### src/rtl/clint_pkg.sv
// Shared definitions for the core-local interruptor: register offsets and
// bus handshake state encoding.
package clint_pkg;

    localparam logic [15:0] MsipAddr       = 16'h0000;
    localparam logic [15:0] SsipAddr       = 16'h0004;
    localparam logic [15:0] MtimecmpLoAddr = 16'h4000;
    localparam logic [15:0] MtimecmpHiAddr = 16'h4004;
    localparam logic [15:0] MtimeLoAddr    = 16'hBFF8;
    localparam logic [15:0] MtimeHiAddr    = 16'hBFFC;

    typedef enum logic {
        Idle = 1'b0,
        Ack  = 1'b1
    } clint_state_e;

endpackage

### src/rtl/clint_tick_gen.sv
// Prescaler for the machine timer: emits a one-cycle tick every
// CLOCK_CYCLES_PER_TICK clocks, on the cycle the counter wraps.
module clint_tick_gen #(
    parameter int CLOCK_CYCLES_PER_TICK = 2
) (
    input  logic clock,
    input  logic reset,
    output logic tick
);

    localparam int CountW = (CLOCK_CYCLES_PER_TICK > 1) ? $clog2(CLOCK_CYCLES_PER_TICK) : 1;
    localparam logic [CountW-1:0] LastCount = CountW'(CLOCK_CYCLES_PER_TICK - 1);

    logic [CountW-1:0] count;

    always_ff @(posedge clock or posedge reset) begin
        if (reset) begin
            count <= '0;
        end else if (count == LastCount) begin
            count <= '0;
        end else begin
            count <= count + CountW'(1);
        end
    end

    assign tick = (count == LastCount);

endmodule

### src/rtl/clint_timer.sv
// Core-local interruptor: free-running mtime, mtimecmp and software interrupt
// pending bits behind a single-beat rd_en/wr_en/ack bus slave.
module clint_timer
    import clint_pkg::*;
#(
    parameter int DATA_SIZE             = 32,
    parameter int CLOCK_CYCLES_PER_TICK = 2,
    parameter int ADDR_SIZE             = 16
) (
    input  logic                 clock,
    input  logic                 reset,
    input  logic                 rd_en,
    input  logic                 wr_en,
    input  logic [ADDR_SIZE-1:0] addr,
    input  logic [DATA_SIZE-1:0] wr_data,
    output logic [DATA_SIZE-1:0] rd_data,
    output logic                 ack,
    output logic                 msip,
    output logic                 ssip,
    output logic [63:0]          mtime,
    output logic [63:0]          mtimecmp
);

    localparam bit Is64 = (DATA_SIZE == 64);
    localparam logic [ADDR_SIZE-1:0] WordMask = ~ADDR_SIZE'(3);
    localparam logic [ADDR_SIZE-1:0] WideMask = Is64 ? ~ADDR_SIZE'(7) : ~ADDR_SIZE'(3);

    clint_state_e         state;
    logic                 tick;
    logic                 do_wr;
    logic [ADDR_SIZE-1:0] word_addr;
    logic [ADDR_SIZE-1:0] wide_addr;
    logic                 sel_msip, sel_ssip;
    logic                 sel_cmp_lo, sel_cmp_hi;
    logic                 sel_time_lo, sel_time_hi;
    logic [DATA_SIZE-1:0] rd_mux;

    clint_tick_gen #(
        .CLOCK_CYCLES_PER_TICK(CLOCK_CYCLES_PER_TICK)
    ) u_tick_gen (
        .clock(clock),
        .reset(reset),
        .tick (tick)
    );

    // msip/ssip stay word-decoded even on a 64-bit bus so ssip remains reachable.
    assign word_addr   = addr & WordMask;
    assign wide_addr   = addr & WideMask;
    assign sel_msip    = (word_addr == ADDR_SIZE'(MsipAddr));
    assign sel_ssip    = (word_addr == ADDR_SIZE'(SsipAddr));
    assign sel_cmp_lo  = (wide_addr == ADDR_SIZE'(MtimecmpLoAddr));
    assign sel_cmp_hi  = !Is64 && (word_addr == ADDR_SIZE'(MtimecmpHiAddr));
    assign sel_time_lo = (wide_addr == ADDR_SIZE'(MtimeLoAddr));
    assign sel_time_hi = !Is64 && (word_addr == ADDR_SIZE'(MtimeHiAddr));

    assign do_wr = (state == Idle) && wr_en;

    always_comb begin
        rd_mux = '0;
        if (sel_msip) begin
            rd_mux = DATA_SIZE'(msip);
        end else if (sel_ssip) begin
            rd_mux = DATA_SIZE'(ssip);
        end else if (sel_cmp_lo) begin
            rd_mux = DATA_SIZE'(mtimecmp);
        end else if (sel_cmp_hi) begin
            rd_mux = DATA_SIZE'(mtimecmp[63:32]);
        end else if (sel_time_lo) begin
            rd_mux = DATA_SIZE'(mtime);
        end else if (sel_time_hi) begin
            rd_mux = DATA_SIZE'(mtime[63:32]);
        end
    end

    always_ff @(posedge clock or posedge reset) begin
        if (reset) begin
            state    <= Idle;
            ack      <= 1'b0;
            rd_data  <= '0;
            msip     <= 1'b0;
            ssip     <= 1'b0;
            mtimecmp <= '1;
        end else begin
            unique case (state)
                Idle: begin
                    if (rd_en || wr_en) begin
                        state   <= Ack;
                        ack     <= 1'b1;
                        rd_data <= wr_en ? '0 : rd_mux;
                    end
                end
                Ack: begin
                    state <= Idle;
                    ack   <= 1'b0;
                end
                default: begin
                    state <= Idle;
                    ack   <= 1'b0;
                end
            endcase

            if (do_wr) begin
                if (sel_msip) msip <= wr_data[0];
                if (sel_ssip) ssip <= wr_data[0];
                if (sel_cmp_lo) begin
                    if (Is64) mtimecmp <= 64'(wr_data);
                    else      mtimecmp[31:0] <= 32'(wr_data);
                end
                if (sel_cmp_hi) mtimecmp[63:32] <= 32'(wr_data);
            end
        end
    end

    // A bus write to either half pre-empts that cycle's increment entirely.
    always_ff @(posedge clock or posedge reset) begin
        if (reset) begin
            mtime <= '0;
        end else if (do_wr && sel_time_lo) begin
            if (Is64) mtime <= 64'(wr_data);
            else      mtime[31:0] <= 32'(wr_data);
        end else if (do_wr && sel_time_hi) begin
            mtime[63:32] <= 32'(wr_data);
        end else if (tick) begin
            mtime <= mtime + 64'd1;
        end
    end

endmodule

### config.mk
export PLATFORM = sky130hd
export DESIGN_NAME = clint_timer
export DESIGN_NICKNAME = d
export VERILOG_FILES = /design/src/rtl/clint_pkg.sv /design/src/rtl/clint_tick_gen.sv /design/src/rtl/clint_timer.sv
export SDC_FILE = /design/constraint.sdc
export NUM_CORES = 1
export LEC_CHECK = 0
export ABC_AREA = 1
export ABC_CLOCK_PERIOD_IN_PS = 5500
export CAP_MARGIN = 0
export CORE_MARGIN = 4
export CORE_UTILIZATION = 47
export CTS_CLUSTER_SIZE = 24
export DETAILED_ROUTE_END_ITERATION = 12
export PLACE_DENSITY = 0.85
export SETUP_SLACK_MARGIN = 0.15
export SLEW_MARGIN = 20
export SYNTH_ARGS = -nofsm -noshare
export SYNTH_HDL_FRONTEND = slang
export SYNTH_SLANG_ARGS = --single-unit
export TNS_END_PERCENT = 100
### constraint.sdc
create_clock -name clock -period 5.5 [get_ports clock]
set_clock_uncertainty 0.1 [all_clocks]
set_input_delay 1.1 -clock clock [delete_from_list [all_inputs] [get_ports clock]]
set_output_delay 1.1 -clock clock [all_outputs]
set_load 0.03 [all_outputs]
==> impl_metrics.py <==
metrics = {
    "floorplanning": {
        "io_pins": 215,
        "rows": 54,
        "die_h_um": 157.1,
        "die_width_um": 157.1,
        "die-area_um2": 24680,
        "core_um2": 21820,
        "start_util_pct": 47.87,
    },
    "route": {
        "routedWlPerCell_um": 19.43,
        "route.detailed.drc": 0,
        "topRoutingLayerUsed": "met4",
        "routed_wl_um": 39860,
        "met3_wirelength_um": 3898,
        "viasPerCell": 5.673,
        "routedLengthMet1_um": 16580,
        "drtAntennaViolNets": 0,
        "dr.pass1.iters": 6,
        "drt_iter0_markers": 1157,
        "met2WireLength_um": 18120,
        "vias": 11640,
    },
    "logic_synthesis": {
        "synthCells": 1575,
        "syn-num-nets": 1628,
        "post-synth-top-area-fraction_pct": 24.19,
        "avgSynthCellArea_um2": 6.633,
        "yosys.area.top_type": "dfrtp_1",
        "synth_seq_cells": 165,
        "synth_area_leaders": "dfrtp_1 (24%), nand2_1 (20%), dfstp_2 (16%)",
        "yosysWarnings": 0,
        "yosys.cell_types.count": 33,
        "syn_area_um2": 10450,
        "ys_seq_area_share_pct": 40.29,
    },
    "sta": {
        "rsz0062_at_grt": "false",
        "worst_pin_slew_ns": 0.9090,
        "fmax_ghz": 0.2683,
        "tns_ns": 0,
        "final_hold_viol_count": 0,
        "slew_headroom_pct": 39.40,
        "min_period_over_period_pct": 67.78,
        "min_period_ns": 3.728,
        "slew_viol_final": 0,
        "finalSetupViolCount": 0,
    },
    "power_and_ir_drop": {
        "power_frac_clock_pct": 45.8,
        "power_density_nw_per_um2": 200.4,
        "internal_power_uw": 1943,
        "switchingPower_uw": 726.9,
        "seq_power_share_pct": 46.3,
        "comb_power_share_pct": 7.9,
        "ir_worst_vdd_uv": 170.8,
        "p_leak_uw": 0.006950,
        "switching_share_pct": 27.23,
    },
    "grt": {
        "grt.overflow.total": 0,
        "track_usage_pct": 32.00,
        "grt_pass1_wl_um": 61300,
        "antenna_found_initial": 0,
        "grt_max_degree": 166,
        "first_global_vias": 10930,
    },
    "critical_path": {
        "cp_top_family": "simple AND/OR/NAND/NOR gates",
        "r2r_cells": 12,
        "slowest_delay_ns": 0.47,
        "start_kind": "primary input",
        "critPathArrivalTime_ns": 3.92,
        "reg2reg_to": "mtime[62]",
        "crit_buf_inv": 4,
        "crit_fanout": 32,
        "path_class": "primary input to flip-flop",
        "reg2reg_slack_ns": 2.75,
        "required_ns": 5.69,
        "crit_path_end_kind": "flip-flop",
        "worst_path_max_delay_cell": "clkdlybuf4s50_1",
        "worstPathCellList": "clkdlybuf4s50_1 > nand2_1 > inv_2 > nand2_2 > nor2_4 > nand3_2 > nand2_2 > buf_4 > inv_1 > nand2_1 > o21ai_0",
        "r2r_start": "mtime[0]",
    },
    "min_path": {
        "holdPathEnd": "rd_data[9]",
        "hold_path_startpoint": "rd_data[9]",
        "min_path_cells": 2,
        "hp-class": "flip-flop to flip-flop",
    },
    "cts": {
        "clock_sinks": 165,
        "cts_buffers": 17,
        "cts-root-buf": "clkbuf_16",
        "ctsLongestPathBuffers": 2,
        "htreeDepth": 4,
        "cts_tree": "done",
        "cts.repair.resized": 0,
        "postCtsHoldBufs": 0,
        "clock_latency_ns": 0.44,
        "cts_setup_buffers": 0,
        "clkTransAtPathRegs_ns": 0.07,
    },
    "final_layout": {
        "instances_no_fill": 2052,
        "layout.nets": 1812,
        "fillers": 1966,
        "drive_gt1_share_pct": 8.860,
        "antenna_cells": 0,
        "synthToLayoutAreaGrowth_pct": 27.52,
    },
    "outcome": {
        "status": "finished, final reports clean",
    },
    "placed_design": {
        "hpwlAfterDp_um": 29520,
        "post-place-cells": 2020,
        "io_buffers": 212,
        "place.gp.congestion": 1.062,
    },
    "run": {
        "cap_violations": 0,
    },
}
[how the worst max path moves through the flow]
stage                  from        end  slack (ns)  depth (start not counted)
floorplan             reset        ack        2.25                          1
global placement    addr[5]   mtime[2]        1.53                         11
detailed placement  addr[5]   mtime[2]        1.49                         11
CTS                 addr[5]   mtime[2]        1.88                         11
global route        addr[4]  mtime[35]        1.60                         11
finish              addr[5]   mtime[2]        1.77                         11
[Yosys cell counts (all sizes together)]
master,instances
nand2,571
nor2,217
o21ai,154
inv,145
nand3,145
dfrtp,101
dfstp,64
o22ai,35
clkbuf,32
buf,29
a21oi,27
nand4,23
o211ai,11
nor3,8
xor2,7
and2,2
clkinv,1
ha,1
o21a,1
o31ai,1
[layout make-up]
type                            instances  area, µm²  share of cell area [%]
Sequential cell                       165       4209                   31.59
Multi-Input combinational cell       1203       5385                   40.42
Tap cell                              280      350.3                   2.630
Timing Repair Buffer                  226       2240                   16.81
Inverter                              146      551.8                   4.142
Clock inverter                         14      157.7                   1.183
Clock buffer                           18      429.2                   3.221
[worst reg2reg max path: cells and delay by family, from the launching register on]
kind                       cells  cell delay (ns)
and+or+nand+nor                9             1.25
buffers and inverters          2             0.43
adders and majority gates      1             0.32
DFF                            1             0.54
[per-stage QoR]
| step | instance area, µm² | hold WS [ns] | setup slack [ns] | power, µW | utilization [%] |
|---|---|---|---|---|---|
| floorplan | 10450 | 0.3776 | 2.253 | 1363 | - |
| global placement | 12740 | 0.3626 | 1.527 | 1460 | 58.36 |
| detailed placement | 12740 | 0.3664 | 1.487 | 1465 | 58.36 |
| CTS | 13320 | 0.3856 | 1.884 | 2666 | 61.05 |
| global route | 13320 | 0.3967 | 1.595 | 2741 | 61.05 |
| finish | 13320 | 0.3801 | 1.772 | 2670 | 61.05 |
[placed cells by master, fill, tap and decap left out, types with 4 or more instances in the layout]
master / Yosys / routed
xor2_1: 7 / 7
clkbuf_16: 0 / 17
o22ai_2: 6 / 6
nand2_1: 565 / 564
inv_1: 139 / 138
inv_2: 6 / 6
nor3_1: 8 / 8
o21ai_1: 41 / 40
nand3_2: 4 / 4
inv_6: 0 / 6
nor2_2: 6 / 6
nand3_1: 140 / 140
clkdlybuf4s50_1: 0 / 212
o21ai_0: 111 / 111
nor2_1: 205 / 205
o211ai_2: 8 / 8
o22ai_1: 29 / 29
buf_4: 1 / 13
nand2_2: 4 / 5
a21oi_1: 27 / 27
dfrtp_1: 101 / 101
nor2_4: 6 / 6
dfstp_2: 64 / 64
nand4_1: 23 / 23
[cells by family after synthesis]
kind of cell | share of synthesized area [%]
buffers and inverters | 8.228
adder cells (fa/ha/maj) | 0.1197
flip-flops | 40.29
XOR/XNOR | 0.5868
AO/OA/AOI/OAI | 12.52
AND/OR/NAND/NOR | 38.26
[sequential cells by signal, indices dropped and copies added, names as in the netlist]
name / cells
ack: 1
mtime: 64
mtimecmp: 64
state: 1
msip: 1
rd_data: 32
ssip: 1
u_tick_gen.tick: 1
[power groups by stage]
stage / clock (µW) / sequential [µW] / combinational [µW]
final: 1220 / 1240 / 210
after floorplan: 0 / 1270 / 95.6
after global routing: 1280 / 1240 / 229
after global placement: 0 / 1260 / 204
after CTS: 1220 / 1240 / 209
after detailed placement: 0 / 1260 / 208
[metal layers]
metal  vias to the layer above  GRT usage (%)
li1                       5424              -
met1                      5490          44.29
met2                       638          50.35
met3                        89          5.966
met4                         0          11.96
met5                         -              0
Power figures use the tool's default switching activity.
